<file path="config.mk">
export PLATFORM = sky130hd
export DESIGN_NAME = keypad_scanner_gen
export DESIGN_NICKNAME = d
export VERILOG_FILES = /design/src/rtl/keypad_scanner_gen.sv
export SDC_FILE = /design/constraint.sdc
export NUM_CORES = 1
export LEC_CHECK = 0
export BUFFER_PORTS_ARGS = -buffer_cell sky130_fd_sc_hd__buf_2
export CORE_AREA = 2 2 98 100
export CTS_CLUSTER_SIZE = 40
export DETAILED_ROUTE_END_ITERATION = 12
export DIE_AREA = 0 0 100 102
export PLACE_DENSITY = 0.52
export SLEW_MARGIN = 20
export SYNTH_ARGS = -nofsm -noshare
export SYNTH_HDL_FRONTEND = slang
export SYNTH_SLANG_ARGS = --single-unit
</file>
<file path="constraint.sdc">
create_clock -name clk -period 2.3 [get_ports clk]
set_input_delay 0.115 -clock clk [delete_from_list [all_inputs] [get_ports clk]]
set_output_delay 0.115 -clock clk [all_outputs]
set_load 0.01 [all_outputs]
</file>
<file path="src/rtl/keypad_scanner_gen.sv">
// keypad_scanner_gen: scans an NROWS x NCOLS key matrix. It drives one column
// at a time and debounces a detected press. It then reports the key code, with
// optional auto-repeat, and keeps a short history of accepted codes.
//
// Ports:
//   clk        system clock
//   reset      synchronous active-low reset
//   row        asynchronous row sense lines, active-high
//   col        one-hot column drive, active-high
//   key_code   code of most recent accepted key (row*NCOLS + col)
//   key_valid  one-cycle pulse per accept or repeat
//   key_repeat high together with key_valid when the pulse is a repeat
//   key_held   high from accept until release is debounced
//   hist       accepted codes, newest in the low CODE_W bits
//   hist_count number of valid hist entries, saturating at HIST_DEPTH
module keypad_scanner_gen #(
    parameter int unsigned NROWS           = 4,
    parameter int unsigned NCOLS           = 4,
    parameter int unsigned SCAN_DIV        = 1000,
    parameter int unsigned DEBOUNCE_CYCLES = 50000,
    parameter int unsigned REPEAT_EN       = 0,
    parameter int unsigned REPEAT_DELAY    = 500000,
    parameter int unsigned REPEAT_PERIOD   = 200000,
    parameter int unsigned HIST_DEPTH      = 2,
    localparam int unsigned CODE_W         = $clog2(NROWS * NCOLS)
) (
    input  logic                           clk,
    input  logic                           reset,
    input  logic [NROWS-1:0]               row,
    output logic [NCOLS-1:0]               col,
    output logic [CODE_W-1:0]              key_code,
    output logic                           key_valid,
    output logic                           key_repeat,
    output logic                           key_held,
    output logic [HIST_DEPTH*CODE_W-1:0]   hist,
    output logic [$clog2(HIST_DEPTH+1)-1:0] hist_count
);

    localparam int unsigned RIW     = (NROWS > 1) ? $clog2(NROWS) : 1;
    localparam int unsigned DIV_W   = $clog2(SCAN_DIV + 1);
    localparam int unsigned DEB_W   = $clog2(DEBOUNCE_CYCLES + 1);
    localparam int unsigned REP_MAX = (REPEAT_DELAY > REPEAT_PERIOD) ? REPEAT_DELAY
                                                                     : REPEAT_PERIOD;
    localparam int unsigned REP_W   = $clog2(REP_MAX + 1);
    localparam int unsigned HCW     = $clog2(HIST_DEPTH + 1);
    localparam int unsigned HW      = HIST_DEPTH * CODE_W;

    localparam logic [DIV_W-1:0] DIV_LAST     = DIV_W'(SCAN_DIV - 1);
    localparam logic [DEB_W-1:0] DEB_LAST     = DEB_W'(DEBOUNCE_CYCLES - 1);
    localparam logic [REP_W-1:0] REP_DLY_LAST = REP_W'(REPEAT_DELAY - 1);
    localparam logic [REP_W-1:0] REP_PER_LAST = REP_W'(REPEAT_PERIOD - 1);
    localparam logic [HCW-1:0]   HC_MAX       = HCW'(HIST_DEPTH);

    typedef enum logic [1:0] {StScan, StDebounce, StHeld, StRelease} state_e;

    state_e             state;
    logic [NROWS-1:0]   rs_meta;
    logic [NROWS-1:0]   rs;
    logic [DIV_W-1:0]   div_cnt;
    logic [DEB_W-1:0]   deb_cnt;
    logic [REP_W-1:0]   rep_cnt;
    logic               rep_first;
    logic [RIW-1:0]     lat_row;
    logic [CODE_W-1:0]  lat_code;

    int unsigned        low_row;
    int unsigned        col_idx;
    logic [NCOLS-1:0]   col_next;
    logic [CODE_W-1:0]  code_calc;
    logic               row_bit;

    always_comb begin
        low_row = 0;
        // Descending scan so the lowest set row index wins.
        for (int i = int'(NROWS) - 1; i >= 0; i--) begin
            if (rs[i]) low_row = unsigned'(i);
        end
        col_idx = 0;
        for (int j = 0; j < int'(NCOLS); j++) begin
            if (col[j]) col_idx = unsigned'(j);
        end
        col_next  = (col << 1) | (col >> (NCOLS - 1));
        code_calc = CODE_W'(low_row * NCOLS + col_idx);
        row_bit   = rs[lat_row];
    end

    always_ff @(posedge clk) begin
        if (!reset) begin
            state      <= StScan;
            rs_meta    <= '0;
            rs         <= '0;
            col        <= NCOLS'(1);
            div_cnt    <= '0;
            deb_cnt    <= '0;
            rep_cnt    <= '0;
            rep_first  <= 1'b0;
            lat_row    <= '0;
            lat_code   <= '0;
            key_code   <= '0;
            key_valid  <= 1'b0;
            key_repeat <= 1'b0;
            key_held   <= 1'b0;
            hist       <= '0;
            hist_count <= '0;
        end else begin
            rs_meta    <= row;
            rs         <= rs_meta;
            key_valid  <= 1'b0;
            key_repeat <= 1'b0;

            unique case (state)
                StScan: begin
                    if (div_cnt == DIV_LAST) begin
                        div_cnt <= '0;
                        if (rs != '0) begin
                            // Freeze col on the candidate column.
                            lat_row  <= RIW'(low_row);
                            lat_code <= code_calc;
                            deb_cnt  <= '0;
                            state    <= StDebounce;
                        end else begin
                            col <= col_next;
                        end
                    end else begin
                        div_cnt <= div_cnt + DIV_W'(1);
                    end
                end

                StDebounce: begin
                    if (row_bit) begin
                        if (deb_cnt == DEB_LAST) begin
                            key_valid  <= 1'b1;
                            key_code   <= lat_code;
                            key_held   <= 1'b1;
                            hist       <= (hist << CODE_W) | HW'(lat_code);
                            if (hist_count != HC_MAX) hist_count <= hist_count + HCW'(1);
                            rep_cnt    <= '0;
                            rep_first  <= 1'b1;
                            deb_cnt    <= '0;
                            state      <= StHeld;
                        end else begin
                            deb_cnt <= deb_cnt + DEB_W'(1);
                        end
                    end else begin
                        col     <= col_next;
                        div_cnt <= '0;
                        state   <= StScan;
                    end
                end

                StHeld: begin
                    if (!row_bit) begin
                        deb_cnt <= '0;
                        state   <= StRelease;
                    end else if (REPEAT_EN != 0) begin
                        // First repeat waits REPEAT_DELAY, later ones REPEAT_PERIOD.
                        if ((rep_first && rep_cnt == REP_DLY_LAST) ||
                            (!rep_first && rep_cnt == REP_PER_LAST)) begin
                            key_valid  <= 1'b1;
                            key_repeat <= 1'b1;
                            rep_cnt    <= '0;
                            rep_first  <= 1'b0;
                        end else begin
                            rep_cnt <= rep_cnt + REP_W'(1);
                        end
                    end
                end

                StRelease: begin
                    // Repeat timer is left untouched here so it pauses.
                    if (row_bit) begin
                        state <= StHeld;
                    end else if (deb_cnt == DEB_LAST) begin
                        key_held <= 1'b0;
                        col      <= col_next;
                        div_cnt  <= '0;
                        state    <= StScan;
                    end else begin
                        deb_cnt <= deb_cnt + DEB_W'(1);
                    end
                end

                default: state <= StScan;
            endcase
        end
    end

endmodule

</file>
-- Word-level counts from Yosys, hierarchy flattened
Index checks and enable logic that the tools add are counted.
- order comparisons: 1
- muxes and demuxes: 42
- add/sub/neg operators: 4
- bitwise logic cells: 2
- eq/ne operators: 18
- reduce and logical (&&, ||, !) cells: 13
- operator list (operator ; number):
    16-bit two-way mux ; 7
    16-bit case mux with 4 select lines ; 1
    10-bit two-way mux ; 4
    10-bit case mux with 3 select lines ; 1
    4-bit two-way mux ; 7
    2-bit two-way mux ; 11
    2-bit inequality test (second input constant) ; 11
    16-bit by 1-bit adder with 16-bit output (second input constant) ; 1
    16-bit equality test (second input constant) ; 1
    4-bit case mux with 3 select lines ; 1
    6-bit AND reduction ; 2
    10-bit by 1-bit adder with 10-bit output (second input constant) ; 1
    10-bit equality test (second input constant) ; 1
    5-bit AND reduction ; 2
    3-bit AND reduction ; 3
    8-bit by 4-bit bitwise OR with 8-bit output ; 1
    2-bit case mux with 4 select lines ; 1
    4-bit AND reduction ; 2
    1-bit two-way mux ; 7
    3-bit inequality test (second input constant) ; 2
    4-bit adder ; 1
    2-bit equality test (second input constant) ; 2
    4-bit by 1-bit bitwise OR with 4-bit output ; 1
    4-bit nonzero test ; 1
    8 further kinds ; 8
- word-level logic and storage cells: 93
- output and inout bits: 21
- register bits: 62
- bits of input ports: 6

-- Depth between registers and ports, before layout
Gate-level depths: netlist of the first run.
- word-level depth: 5
- mapped depth: 9
- depth with buffers taken out: 6

-- Least setup slack after synthesis of the first run
OpenSTA, ideal clock, no wires.
- path type: flip-flop to flip-flop
- from: register lat_row[0]
- to: register deb_cnt[5]
- path buffers: 1
- path slack: 0.186 ns
- library setup time: 0.070 ns
- arrival: 2.045 ns
- stages on the path, launching flop included: 7
- required time: 2.230 ns
- period minus slack after synthesis: 2.114 ns
- path through: dfxtp_1 > mux4_2 > nand2b_4 > o211a_4 > buf_6 > or4_1 > a21oi_1
- word-level cells in the longest chain between the ends: 4
- elaborated cells on any way between the ends: 6
- classes of those cells: eq/ne (3); mux (2); reduce/logical (1)
- RTL lines (what ; RTL line ; source):
    from (decl) ; 63 ; logic [RIW-1:0] lat_row;
    from (signal assigned) ; 117 ; lat_row <= RIW'(low_row);
    1-bit binary-select mux with 2-bit select * ; 84 ; row_bit = rs[lat_row];
    1-bit two-way mux (implied by the code) * ; 84 ;
    2-bit inequality test (no line) ; - ;
    6-bit AND reduction (no line) * ; - ;
    to (signal assigned) ; 142 ; deb_cnt <= deb_cnt + DEB_W'(1);
    to (signal assigned) ; 179 ; deb_cnt <= deb_cnt + DEB_W'(1);
    to (decl) ; 60 ; logic [DEB_W-1:0] deb_cnt;
Every way passes the cells marked *; elsewhere a longest branch is shown, timed or not. The select of a mux whose other input is x is not followed.
A chain may end at the register's enable or synchronous reset.

-- Worst setup path in the final report of the first run
- from: register lat_row[0]
- to: register deb_cnt[15]
The elaborated chain is that of the path after synthesis.

==> flow_results.xml, run 1 <==
<?xml version="1.0" encoding="UTF-8"?>
<metrics>
  <group name="floorplanning">
    <metric name="rows" unit="">35</metric>
    <metric name="initial_core_util" unit="%">29.5</metric>
    <metric name="core" unit="sq um">9110</metric>
    <metric name="io_pins" unit="">27</metric>
    <metric name="die_width" unit="um">100</metric>
    <metric name="chipHeight" unit="um">102</metric>
    <metric name="area_of_the_die" unit="sq um">10200</metric>
  </group>
  <group name="yosys">
    <metric name="average_cell_area_after_synthesis" unit="sq um">8.77</metric>
    <metric name="synth_top_cell_by_area" unit="">sky130_fd_sc_hd__dfxtp_1</metric>
    <metric name="ys_types" unit="">51</metric>
    <metric name="ys_seq_elements" unit="">56</metric>
    <metric name="synth-async-reset-ratio" unit="%">0</metric>
    <metric name="synth.net_count" unit="">315</metric>
    <metric name="syn_area" unit="sq um">2690</metric>
    <metric name="synth.yosys.seq_area_share" unit="%">41.8</metric>
    <metric name="synth-edff-count" unit="">0</metric>
    <metric name="yosys_warnings" unit="">0</metric>
    <metric name="synth_top_area_share" unit="%">41.8</metric>
    <metric name="synth-main-ff-cell" unit="">sky130_fd_sc_hd__dfxtp_1</metric>
    <metric name="synth_cells" unit="">306</metric>
    <metric name="most_area_consuming_cells_after_synthesis" unit="">sky130_fd_sc_hd__dfxtp_1 (42%), sky130_fd_sc_hd__mux2i_1 (6.0%), sky130_fd_sc_hd__a21oi_1 (4.3%)</metric>
  </group>
  <group name="setup_path">
    <metric name="critPathLaunchType" unit="">flip-flop</metric>
    <metric name="cp_max_fo" unit="">14</metric>
    <metric name="timing.rr.start" unit="">lat_row[0]</metric>
    <metric name="worstPathRequired" unit="ns">2.56</metric>
    <metric name="timing_worst_setup_path_type" unit="">flip-flop to flip-flop</metric>
    <metric name="rr_worst_depth" unit="">5</metric>
    <metric name="timing.critical_path.arrival" unit="ns">2.44</metric>
    <metric name="timing.rr.end" unit="">deb_cnt[15]</metric>
    <metric name="setup.reg_to_reg.worst_slack" unit="ns">0.11</metric>
    <metric name="critPathCaptureType" unit="">flip-flop</metric>
  </group>
  <group name="timing">
    <metric name="worst_pin_slew" unit="ns">0.520</metric>
    <metric name="layout_worst_path_cycle_share" unit="%">95.1</metric>
    <metric name="timing_hold_violations_final" unit="">0</metric>
    <metric name="grt_setup_unrepaired" unit="">no</metric>
    <metric name="clock_skew" unit="ns">0.00949</metric>
    <metric name="final.setup.worst_slack" unit="ns">0.113</metric>
    <metric name="total_neg_setup_slack" unit="ns">0</metric>
    <metric name="slew-limit-headroom" unit="%">65.3</metric>
    <metric name="fin_crit" unit="ns">2.19</metric>
    <metric name="peak_clock_frequency_supported_by_timing" unit="MHz">457</metric>
    <metric name="finalSetupViolations" unit="">0</metric>
    <metric name="total_count_of_max_transition_violations_in_the_final_report" unit="">0</metric>
  </group>
  <group name="clocking">
    <metric name="tritoncts" unit="">built</metric>
    <metric name="clock_latency_at_the_later_pin_of_the_worst_skew_pair" unit="ns">0.32</metric>
    <metric name="clk_path_buf_depth" unit="">2</metric>
    <metric name="clk_root_buffer_cell" unit="">sky130_fd_sc_hd__clkbuf_8</metric>
    <metric name="cts_buffers" unit="">5</metric>
    <metric name="worst_setup_hold_path_clk_slew" unit="ns">0.11</metric>
    <metric name="htree_depth" unit="">2</metric>
    <metric name="clock_sink_count" unit="">56</metric>
  </group>
  <group name="layout">
    <metric name="post_route_cells_drive_above_1_share" unit="%">18.0</metric>
    <metric name="synthToLayoutAreaGrowth" unit="%">16.9</metric>
    <metric name="multi_input_area" unit="sq um">1440</metric>
    <metric name="num_antenna_cells" unit="">0</metric>
    <metric name="fillCellCount" unit="">950</metric>
    <metric name="nNetsFinal" unit="">347</metric>
    <metric name="layout.cell_area.non_filler" unit="sq um">3140</metric>
    <metric name="ff_latch_area" unit="sq um">1120</metric>
  </group>
  <group name="power_and_ir_drop">
    <metric name="pwr_density_cell" unit="nW/um^2">553</metric>
    <metric name="leakage_component_of_the_power" unit="uW">0.00118</metric>
    <metric name="total_power" unit="uW">1740</metric>
    <metric name="vdd.ir_drop.worst" unit="mV">0.237</metric>
  </group>
  <group name="routing">
    <metric name="postRouteAntennaNets" unit="">0</metric>
    <metric name="drt_pre_antenna_iters" unit="">5</metric>
    <metric name="detail_route.wl_per_cell" unit="um">13.6</metric>
    <metric name="totalWireLength" unit="um">6110</metric>
    <metric name="drc" unit="">0</metric>
    <metric name="routed_via_density" unit="">5.24</metric>
    <metric name="vias" unit="">2357</metric>
    <metric name="drtIter0Drc" unit="">128</metric>
  </group>
  <group name="place">
    <metric name="place_hpwl" unit="um">4030</metric>
    <metric name="placed_cell_area" unit="sq um">2940</metric>
    <metric name="pre_cts_slack" unit="ns">0.0777</metric>
    <metric name="gp_congestion" unit="">0.770</metric>
    <metric name="io_buffer_count" unit="">25</metric>
  </group>
  <group name="min_path">
    <metric name="hp-class" unit="">primary input to flip-flop</metric>
    <metric name="hold-path-endpoint" unit="">div_cnt[7]</metric>
    <metric name="worst_hold_path_startpoint" unit="">reset</metric>
    <metric name="whs_path_depth" unit="">3</metric>
  </group>
  <group name="global_routing">
    <metric name="global_route_wire_length_before_repair" unit="um">9890</metric>
    <metric name="grt_start_max_net_pins" unit="">29</metric>
    <metric name="number_of_global_route_vias_before_repair" unit="">2073</metric>
    <metric name="grt_overflow_total" unit="">0</metric>
    <metric name="grt_antenna_before_repair" unit="">0</metric>
    <metric name="tot_gr_track_use" unit="%">11.8</metric>
  </group>
  <group name="status">
    <metric name="outcome" unit="">finished clean</metric>
  </group>
  <group name="flow_run">
    <metric name="timing.max_cap.violations" unit="">0</metric>
  </group>
</metrics>
==> power breakdown <==
| group | internal [uW] | leakage (uW) | switching [uW] |
|---|---|---|---|
| clock | 330 | 0.0000558 | 342 |
| combinational | 31.4 | 0.000672 | 41.3 |
| sequential | 982 | 0.000454 | 8.33 |
| total | 1340 | 0.00118 | 392 |
==> synthesized netlist by cell type, types with 2 or more instances <==
| cell | n |
|---|---|
| sky130_fd_sc_hd__buf_4 | 5 |
| sky130_fd_sc_hd__a311oi_1 | 3 |
| sky130_fd_sc_hd__nor4_1 | 5 |
| sky130_fd_sc_hd__dfxtp_1 | 56 |
| sky130_fd_sc_hd__and4_1 | 3 |
| sky130_fd_sc_hd__a31o_2 | 2 |
| sky130_fd_sc_hd__nand2_1 | 17 |
| sky130_fd_sc_hd__nor3_1 | 6 |
| sky130_fd_sc_hd__o21ai_0 | 13 |
| sky130_fd_sc_hd__or3_1 | 2 |
| sky130_fd_sc_hd__ha_1 | 3 |
| sky130_fd_sc_hd__o31ai_1 | 12 |
| sky130_fd_sc_hd__and2_1 | 9 |
| sky130_fd_sc_hd__and3_1 | 6 |
| sky130_fd_sc_hd__nand4b_1 | 2 |
| sky130_fd_sc_hd__nand3_1 | 14 |
| sky130_fd_sc_hd__nor4bb_1 | 2 |
| sky130_fd_sc_hd__clkbuf_1 | 9 |
| sky130_fd_sc_hd__nand4_1 | 5 |
| sky130_fd_sc_hd__buf_2 | 5 |
| sky130_fd_sc_hd__mux2i_1 | 16 |
| sky130_fd_sc_hd__a21o_1 | 2 |
| sky130_fd_sc_hd__a21oi_1 | 23 |
| sky130_fd_sc_hd__a211oi_1 | 3 |
| sky130_fd_sc_hd__nand2b_1 | 4 |
| sky130_fd_sc_hd__or4_1 | 13 |
| sky130_fd_sc_hd__o211ai_1 | 4 |
| sky130_fd_sc_hd__nor2_1 | 27 |
| sky130_fd_sc_hd__a31oi_1 | 5 |
| sky130_fd_sc_hd__inv_1 | 9 |
==> how the worst max path moves through the flow <==
stage | slack (ns) | depth (start not counted) | from | to
floorplan | 0.19 | 6 | lat_row[0] | deb_cnt[5]
global placement | 0.10 | 5 | lat_row[0] | deb_cnt[7]
detailed placement | 0.08 | 5 | lat_row[0] | deb_cnt[6]
CTS | 0.04 | 5 | lat_row[0] | deb_cnt[10]
global route | 0.02 | 5 | lat_row[0] | deb_cnt[8]
finish | 0.11 | 5 | lat_row[0] | deb_cnt[15]
==> stage by stage <==
| stage | hold slack (ns) | utilization [%] | instances |
|---|---|---|---|
| finish | 0.204 | 34.5 | 450 |
| global route | 0.216 | 34.5 | 450 |
| CTS | 0.211 | 34.0 | 447 |
| detailed placement | 0.326 | 32.3 | 435 |
| global placement | 0.326 | 32.3 | 435 |
| floorplan | 0.242 | - | 306 |
==> kinds of logic after synthesis <==
group	share of synthesized area, %
flops	41.8
mux	7.22
compound gates	18.8
other cells	0.140
buf+inv	5.54
simple gates	25.1
fa+ha+maj	1.40
==> critical path, stage by stage (launching register included) <==
cell	delay (ns)
sky130_fd_sc_hd__dfxtp_2	0.38
sky130_fd_sc_hd__mux4_2	0.60
sky130_fd_sc_hd__nand2b_4	0.21
sky130_fd_sc_hd__o211a_4	0.31
sky130_fd_sc_hd__or4_1	0.48
sky130_fd_sc_hd__a21oi_1	0.15
==> flip-flops by register name, summed over array words and instances, names as in the netlist, named ones only <==
| signal | count |
|---|---|
| lat_code | 3 |
| hist_count | 2 |
| div_cnt | 10 |
| key_held | 1 |
| col | 4 |
| state | 1 |
| key_valid | 1 |
| key_code | 3 |
| rs | 4 |
| rs_meta | 4 |
| hist | 5 |
| lat_row | 1 |
| deb_cnt | 16 |
==> layout make-up <==
cell class / instances / area share, %
clock buffer: 6 / 2.31
multi-input combinational: 220 / 46.0
inverter: 10 / 1.20
tap: 111 / 4.43
sequential: 56 / 35.8
clock inverter: 2 / 1.24
timing repair buffer: 45 / 9.09
==> timing repair <==
item / 4_1_cts / 5_1_grt
hold buffers: 4 / 0
endpoints found under the hold margin: 4 / 0
resized for setup: 0 / 5
endpoints found under the setup margin: 0 / 14
buffers inserted: 0 / 2
==> layer usage <==
layer	track usage [%]	vias to the layer above	wire (um)
met5	0	-	0
met4	3.58	0	73
met3	2.67	7	169
met2	19.2	32	2870
met1	15.7	1115	2990
li1	-	1203	-
==> cells in the final DEF, fill, tap and decap left out, types with 3 or more instances in the layout <==
master and instances:
sky130_fd_sc_hd__ha_1 3, sky130_fd_sc_hd__o21ai_0 13, sky130_fd_sc_hd__dlygate4sd3_1 4, sky130_fd_sc_hd__nand3_1 14, sky130_fd_sc_hd__inv_1 9, sky130_fd_sc_hd__nand4_1 5, sky130_fd_sc_hd__a31oi_1 5, sky130_fd_sc_hd__buf_4 16
sky130_fd_sc_hd__o31ai_1 12, sky130_fd_sc_hd__nand2_1 17, sky130_fd_sc_hd__and4_1 3, sky130_fd_sc_hd__o211ai_1 4, sky130_fd_sc_hd__buf_2 25, sky130_fd_sc_hd__or4_1 13, sky130_fd_sc_hd__and3_1 6, sky130_fd_sc_hd__nand2b_1 4
sky130_fd_sc_hd__clkbuf_8 5, sky130_fd_sc_hd__nor3_1 6, sky130_fd_sc_hd__dfxtp_1 55, sky130_fd_sc_hd__and2_1 9, sky130_fd_sc_hd__a21oi_1 22, sky130_fd_sc_hd__a311oi_1 3, sky130_fd_sc_hd__a211oi_1 3, sky130_fd_sc_hd__mux2i_1 16
sky130_fd_sc_hd__nor4_1 4, sky130_fd_sc_hd__nor2_1 27
No activity file was read; power rests on OpenSTA's default activity.
==> run 2, diff against run 1 <==
--- a/config.mk
+++ b/config.mk
@@ -10,7 +10,9 @@
 export CTS_CLUSTER_SIZE = 40
 export DETAILED_ROUTE_END_ITERATION = 12
 export DIE_AREA = 0 0 100 102
+export MAX_ROUTING_LAYER = met4
 export PLACE_DENSITY = 0.52
+export RECOVER_POWER = 50
 export SLEW_MARGIN = 20
 export SYNTH_ARGS = -nofsm -noshare
 export SYNTH_HDL_FRONTEND = slang
==> flow_results.xml, run 2 (synthesized netlist as in run 1, its figures left out) <==
<?xml version="1.0" encoding="UTF-8"?>
<metrics>
  <group name="timing">
    <metric name="timing_hold_violations_final" unit="">0</metric>
    <metric name="total_neg_setup_slack" unit="ns">0</metric>
    <metric name="grt_setup_unrepaired" unit="">no</metric>
    <metric name="fin_crit" unit="ns">2.19</metric>
    <metric name="finalSetupViolations" unit="">0</metric>
    <metric name="worst_pin_slew" unit="ns">0.527</metric>
    <metric name="layout_worst_path_cycle_share" unit="%">95.0</metric>
    <metric name="clock_skew" unit="ns">0.0102</metric>
    <metric name="slew-limit-headroom" unit="%">64.8</metric>
    <metric name="peak_clock_frequency_supported_by_timing" unit="MHz">458</metric>
    <metric name="total_count_of_max_transition_violations_in_the_final_report" unit="">0</metric>
  </group>
  <group name="clocking">
    <metric name="tritoncts" unit="">built</metric>
    <metric name="clk_root_buffer_cell" unit="">sky130_fd_sc_hd__clkbuf_8</metric>
    <metric name="clock_latency_at_the_later_pin_of_the_worst_skew_pair" unit="ns">0.31</metric>
    <metric name="cts_buffers" unit="">5</metric>
    <metric name="worst_setup_hold_path_clk_slew" unit="ns">0.11</metric>
    <metric name="clock_sink_count" unit="">56</metric>
    <metric name="htree_depth" unit="">2</metric>
    <metric name="clk_path_buf_depth" unit="">2</metric>
  </group>
  <group name="layout">
    <metric name="largest_reg_flops" unit="">16</metric>
    <metric name="reg.largest.list" unit="">deb_cnt x16, div_cnt x10, hist x5</metric>
    <metric name="synthToLayoutAreaGrowth" unit="%">15.4</metric>
    <metric name="fillCellCount" unit="">972</metric>
    <metric name="largest_register" unit="">deb_cnt</metric>
    <metric name="post_route_cells_drive_above_1_share" unit="%">10.9</metric>
    <metric name="num_antenna_cells" unit="">0</metric>
    <metric name="ff_latch_area" unit="sq um">1120</metric>
    <metric name="final-instance-count-excl-fill" unit="">450</metric>
    <metric name="multi_input_area" unit="sq um">1440</metric>
    <metric name="nNetsFinal" unit="">347</metric>
    <metric name="mostFrequentLayoutCell" unit="">sky130_fd_sc_hd__dfxtp_1</metric>
    <metric name="layout.cells.most_common_list" unit="">sky130_fd_sc_hd__dfxtp_1 (55), sky130_fd_sc_hd__nor2_1 (27), sky130_fd_sc_hd__clkbuf_1 (25)</metric>
  </group>
  <group name="floorplanning">
    <metric name="initial_core_util" unit="%">29.5</metric>
    <metric name="core" unit="sq um">9110</metric>
    <metric name="chipHeight" unit="um">102</metric>
    <metric name="io_pins" unit="">27</metric>
    <metric name="rows" unit="">35</metric>
    <metric name="die_width" unit="um">100</metric>
    <metric name="area_of_the_die" unit="sq um">10200</metric>
  </group>
  <group name="power_and_ir_drop">
    <metric name="power.share.switching" unit="%">22.4</metric>
    <metric name="power.share.combinational" unit="%">4.2</metric>
    <metric name="leakage_component_of_the_power" unit="uW">0.00108</metric>
    <metric name="pwr_density_cell" unit="nW/um^2">559</metric>
    <metric name="sequentialPowerShare" unit="%">57.2</metric>
    <metric name="clockPowerShare" unit="%">38.6</metric>
    <metric name="p_int" unit="uW">1340</metric>
    <metric name="net-switching-power" unit="uW">388</metric>
    <metric name="vdd.ir_drop.worst" unit="mV">0.237</metric>
  </group>
  <group name="routing">
    <metric name="drc" unit="">0</metric>
    <metric name="drt_pre_antenna_iters" unit="">4</metric>
    <metric name="detail_route.wl_per_cell" unit="um">13.6</metric>
    <metric name="postRouteAntennaNets" unit="">0</metric>
    <metric name="vias" unit="">2368</metric>
    <metric name="routed_via_density" unit="">5.26</metric>
    <metric name="totalWireLength" unit="um">6120</metric>
    <metric name="drtIter0Drc" unit="">108</metric>
  </group>
  <group name="place">
    <metric name="place_hpwl" unit="um">4030</metric>
    <metric name="placed_cells" unit="">435</metric>
    <metric name="gp_congestion" unit="">0.780</metric>
    <metric name="io_buffer_count" unit="">25</metric>
  </group>
  <group name="setup_path">
    <metric name="timing.critical_path.cells" unit="">mux4_2 &gt; nand2b_4 &gt; o211a_4 &gt; or4_1 &gt; a21oi_1</metric>
    <metric name="crit_path_start" unit="">lat_row[0]</metric>
    <metric name="critical_path.slowest_cell" unit="">sky130_fd_sc_hd__mux4_2</metric>
    <metric name="setup.reg_to_reg.worst_slack" unit="ns">0.11</metric>
    <metric name="slowest_delay" unit="ns">0.60</metric>
    <metric name="timing.rr.end" unit="">deb_cnt[15]</metric>
    <metric name="worstPathRequired" unit="ns">2.56</metric>
    <metric name="cp_max_fo" unit="">14</metric>
    <metric name="rr_worst_depth" unit="">5</metric>
    <metric name="critPathCaptureType" unit="">flip-flop</metric>
    <metric name="timing_worst_setup_path_type" unit="">flip-flop to flip-flop</metric>
    <metric name="crit_end" unit="">deb_cnt[15]</metric>
    <metric name="timing.critical_path.arrival" unit="ns">2.44</metric>
    <metric name="timing.rr.start" unit="">lat_row[0]</metric>
    <metric name="critPathLaunchType" unit="">flip-flop</metric>
  </group>
  <group name="global_routing">
    <metric name="grt_overflow_total" unit="">0</metric>
    <metric name="tot_gr_track_use" unit="%">12.1</metric>
    <metric name="global_route_wire_length_before_repair" unit="um">9880</metric>
    <metric name="grt_start_max_net_pins" unit="">29</metric>
    <metric name="grt_antenna_before_repair" unit="">0</metric>
    <metric name="number_of_global_route_vias_before_repair" unit="">2074</metric>
  </group>
  <group name="flow_run">
    <metric name="timing.max_cap.violations" unit="">0</metric>
  </group>
  <group name="status">
    <metric name="outcome" unit="">finished clean</metric>
  </group>
  <group name="min_path">
    <metric name="hp-class" unit="">primary input to flip-flop</metric>
  </group>
</metrics>
-- run 2: cell types whose count changed in the layout (fill, tap and decap cells not counted), sizes merged --
cell and delta:
clkbuf +24, buf -24
-- run 2: layer usage --
layer | part of all wire (%) | wire length (um) | track usage [%] | up-vias
li1 | - | - | - | 1207
met1 | 48 | 2950 | 15.6 | 1118
met2 | 48 | 2940 | 19.2 | 37
met3 | 3.0 | 181 | 2.67 | 6
met4 | 0.80 | 49 | 3.58 | 0
met5 | 0 | 0 | - | -
-- run 2: stage by stage --
| step | setup WS [ns] | utilization, % | power [uW] | cell area [sq um] | hold slack (ns) |
|---|---|---|---|---|---|
| after detailed placement | 0.0777 | 32.3 | 1080 | 2940 | 0.326 |
| after global placement | 0.102 | 32.3 | 1080 | 2940 | 0.326 |
| after global routing | 0.0153 | 34.0 | 1810 | 3100 | 0.216 |
| after CTS | 0.0417 | 34.0 | 1760 | 3090 | 0.211 |
| after floorplan | 0.186 | - | 1060 | 2690 | 0.242 |
| final | 0.114 | 34.0 | 1730 | 3100 | 0.203 |
-- run 2: area by class of cell --
type	instances	share of cell area (%)
clock buffer	6	2.34
tap	111	4.48
sequential	56	36.2
inverter	10	1.21
clock inverter	2	1.25
multi-input combinational	220	46.6
timing repair buffer	45	7.92
-- run 2: power groups by stage --
stage / combinational, uW / clock (uW) / sequential [uW]
2_1_floorplan: 44.6 / 0 / 1010
3_3_place_gp: 63.9 / 0 / 1010
3_5_place_dp: 65.1 / 0 / 1010
4_1_cts: 70.8 / 697 / 990
5_1_grt: 80.7 / 733 / 993
6_report: 72.1 / 669 / 990
-- run 2: worst min path at each step --
stage / slack (ns) / startpoint / to / cells past startpoint
after floorplan: 0.24 / row[0] / rs_meta[0] / 1
after global placement: 0.33 / row[0] / rs_meta[0] / 2
after detailed placement: 0.33 / row[0] / rs_meta[0] / 2
final: 0.20 / reset / div_cnt[7] / 3
after CTS: 0.21 / reset / div_cnt[7] / 3
after global routing: 0.22 / reset / div_cnt[7] / 3
-- run 2: repair_timing --
item,4_1_cts,5_1_grt
buffers inserted,0,2
setup endpoints to repair,0,14
hold buffers,4,0
endpoints found under the hold margin,4,0
resized for setup,0,5
-- run 2: critical path: cells and delay by family, from the launching register on --
kind	cells	cell delay, ns
multiplexers	1	0.60
AND/OR/NAND/NOR	2	0.69
AO/OA/AOI/OAI	2	0.46
flip-flops	1	0.37
==> run 3, diff against run 2 <==
--- a/config.mk
+++ b/config.mk
@@ -6,14 +6,14 @@
 export NUM_CORES = 1
 export LEC_CHECK = 0
 export BUFFER_PORTS_ARGS = -buffer_cell sky130_fd_sc_hd__buf_2
-export CORE_AREA = 2 2 98 100
+export CORE_AREA = 4 4 100 102
 export CTS_CLUSTER_SIZE = 40
 export DETAILED_ROUTE_END_ITERATION = 12
-export DIE_AREA = 0 0 100 102
+export DIE_AREA = 0 0 104 106
 export MAX_ROUTING_LAYER = met4
-export PLACE_DENSITY = 0.52
 export RECOVER_POWER = 50
 export SLEW_MARGIN = 20
 export SYNTH_ARGS = -nofsm -noshare
 export SYNTH_HDL_FRONTEND = slang
 export SYNTH_SLANG_ARGS = --single-unit
+export TNS_END_PERCENT = 50
==> flow_results.xml, run 3 (synthesized netlist as in run 1, its figures left out) <==
<?xml version="1.0" encoding="UTF-8"?>
<metrics>
  <group name="status">
    <metric name="outcome" unit="">finished clean</metric>
  </group>
  <group name="floorplanning">
    <metric name="chipHeight" unit="um">106</metric>
    <metric name="rows" unit="">35</metric>
    <metric name="area_of_the_die" unit="sq um">11000</metric>
    <metric name="io_pins" unit="">27</metric>
    <metric name="core" unit="sq um">9110</metric>
    <metric name="initial_core_util" unit="%">29.5</metric>
    <metric name="die_width" unit="um">104</metric>
  </group>
  <group name="layout">
    <metric name="reg.largest.list" unit="">deb_cnt x16, div_cnt x10, hist x5</metric>
    <metric name="largest_register" unit="">deb_cnt</metric>
    <metric name="layout.cells.most_common_list" unit="">sky130_fd_sc_hd__dfxtp_1 (55), sky130_fd_sc_hd__nor2_1 (27), sky130_fd_sc_hd__a21oi_1 (23)</metric>
    <metric name="final-instance-count-excl-fill" unit="">445</metric>
    <metric name="largest_reg_flops" unit="">16</metric>
    <metric name="nNetsFinal" unit="">342</metric>
    <metric name="synthToLayoutAreaGrowth" unit="%">15.5</metric>
    <metric name="num_antenna_cells" unit="">0</metric>
    <metric name="mostFrequentLayoutCell" unit="">sky130_fd_sc_hd__dfxtp_1</metric>
    <metric name="post_route_cells_drive_above_1_share" unit="%">11.4</metric>
  </group>
  <group name="routing">
    <metric name="drt_pre_antenna_iters" unit="">4</metric>
    <metric name="postRouteAntennaNets" unit="">0</metric>
    <metric name="vias" unit="">2335</metric>
    <metric name="routed_via_density" unit="">5.25</metric>
    <metric name="drc" unit="">0</metric>
    <metric name="totalWireLength" unit="um">5790</metric>
    <metric name="detail_route.wl_per_cell" unit="um">13.0</metric>
    <metric name="drtIter0Drc" unit="">113</metric>
  </group>
  <group name="clocking">
    <metric name="clk_path_buf_depth" unit="">2</metric>
    <metric name="worst_setup_hold_path_clk_slew" unit="ns">0.10</metric>
    <metric name="clock_latency_at_the_later_pin_of_the_worst_skew_pair" unit="ns">0.31</metric>
    <metric name="clk_root_buffer_cell" unit="">sky130_fd_sc_hd__clkbuf_8</metric>
    <metric name="cts_buffers" unit="">5</metric>
    <metric name="htree_depth" unit="">2</metric>
    <metric name="clock_sink_count" unit="">56</metric>
    <metric name="tritoncts" unit="">built</metric>
  </group>
  <group name="global_routing">
    <metric name="grt_start_max_net_pins" unit="">34</metric>
    <metric name="grt_antenna_before_repair" unit="">0</metric>
    <metric name="tot_gr_track_use" unit="%">11.1</metric>
    <metric name="global_route_wire_length_before_repair" unit="um">10100</metric>
    <metric name="number_of_global_route_vias_before_repair" unit="">2164</metric>
    <metric name="grt_overflow_total" unit="">0</metric>
  </group>
  <group name="setup_path">
    <metric name="critPathCaptureType" unit="">flip-flop</metric>
    <metric name="critPathLaunchType" unit="">flip-flop</metric>
    <metric name="timing.critical_path.cells" unit="">mux4_2 &gt; nand2b_4 &gt; o211a_4 &gt; or4_1 &gt; a21oi_1</metric>
    <metric name="critical_path.slowest_cell" unit="">sky130_fd_sc_hd__mux4_2</metric>
    <metric name="cp_max_fo" unit="">27</metric>
    <metric name="worstPathRequired" unit="ns">2.55</metric>
    <metric name="slowest_delay" unit="ns">0.56</metric>
    <metric name="timing.critical_path.arrival" unit="ns">2.42</metric>
    <metric name="timing_worst_setup_path_type" unit="">flip-flop to flip-flop</metric>
  </group>
  <group name="power_and_ir_drop">
    <metric name="leakage_component_of_the_power" unit="uW">0.00109</metric>
    <metric name="pwr_density_cell" unit="nW/um^2">561</metric>
    <metric name="vdd.ir_drop.worst" unit="mV">0.229</metric>
  </group>
  <group name="place">
    <metric name="placed_cells" unit="">434</metric>
    <metric name="io_buffer_count" unit="">25</metric>
    <metric name="gp_congestion" unit="">0.843</metric>
    <metric name="place_hpwl" unit="um">4070</metric>
  </group>
  <group name="timing">
    <metric name="fin_crit" unit="ns">2.18</metric>
    <metric name="worst_pin_slew" unit="ns">0.793</metric>
    <metric name="layout_worst_path_cycle_share" unit="%">94.7</metric>
    <metric name="timing_hold_violations_final" unit="">0</metric>
    <metric name="slew-limit-headroom" unit="%">47.2</metric>
    <metric name="total_neg_setup_slack" unit="ns">0</metric>
    <metric name="clock_skew" unit="ns">0.00786</metric>
    <metric name="finalSetupViolations" unit="">0</metric>
    <metric name="total_count_of_max_transition_violations_in_the_final_report" unit="">0</metric>
    <metric name="peak_clock_frequency_supported_by_timing" unit="MHz">459</metric>
  </group>
  <group name="flow_run">
    <metric name="timing.max_cap.violations" unit="">0</metric>
  </group>
  <group name="min_path">
    <metric name="hp-class" unit="">primary input to flip-flop</metric>
  </group>
</metrics>
## run 3: metal layers
metal | track usage (%) | share of wire [%] | up-vias
li1 | - | - | 1198
met1 | 13.5 | 48 | 1107
met2 | 18.3 | 48 | 23
met3 | 2.13 | 2.2 | 7
met4 | 4.56 | 1.6 | 0
met5 | - | 0 | -
## run 3: critical path: cells and delay by family (launching register included)
family,cells,cell delay [ns]
and+or+nand+nor,2,0.67
muxes,1,0.56
AOI/OAI and AO/OA,2,0.50
DFF,1,0.38
## run 3: timing repair
action | 4_1_cts | 5_1_grt
buffers inserted | 0 | 1
hold buffers | 0 | 1
resized for setup | 0 | 4
hold endpoints to repair | 0 | 1
setup endpoints to repair | 0 | 15
## run 3: cell type report
type	count	area, sq um
fillers	963	6010
multi-input cells	220	1450
clock inverters	2	38.8
clock buffers	6	82.6
inverters	10	37.5
well taps	111	139
flip-flops and latches	56	1120
repair buffers	40	226
## run 3: final timing paths
path,start,depth (start not counted),end,slack [ns]
setup / recovery,lat_row[0],5,deb_cnt[3],0.12
hold / removal,row[3],2,rs_meta[3],0.009
setup reg to reg,lat_row[0],5,deb_cnt[3],0.12
hold reg to reg,rs_meta[1],1,rs[1],0.45
## run 3: stage by stage
stage               hold WS (ns)  setup WS (ns)  power, uW  area, sq um  util, %
floorplan                  0.242          0.186       1060         2690        -
global placement           0.330          0.169       1070         2950     32.4
detailed placement         0.332          0.110       1070         2950     32.4
CTS                      0.00113         0.0899       1750         3070     33.7
global route             0.00633       -0.00892       1810         3100     34.0
finish                   0.00933          0.122       1740         3100     34.0
## run 3: where the power goes
group	internal, uW	switching (uW)
combinational	25.7	37.4
clock	357	327
sequential	982	10.0
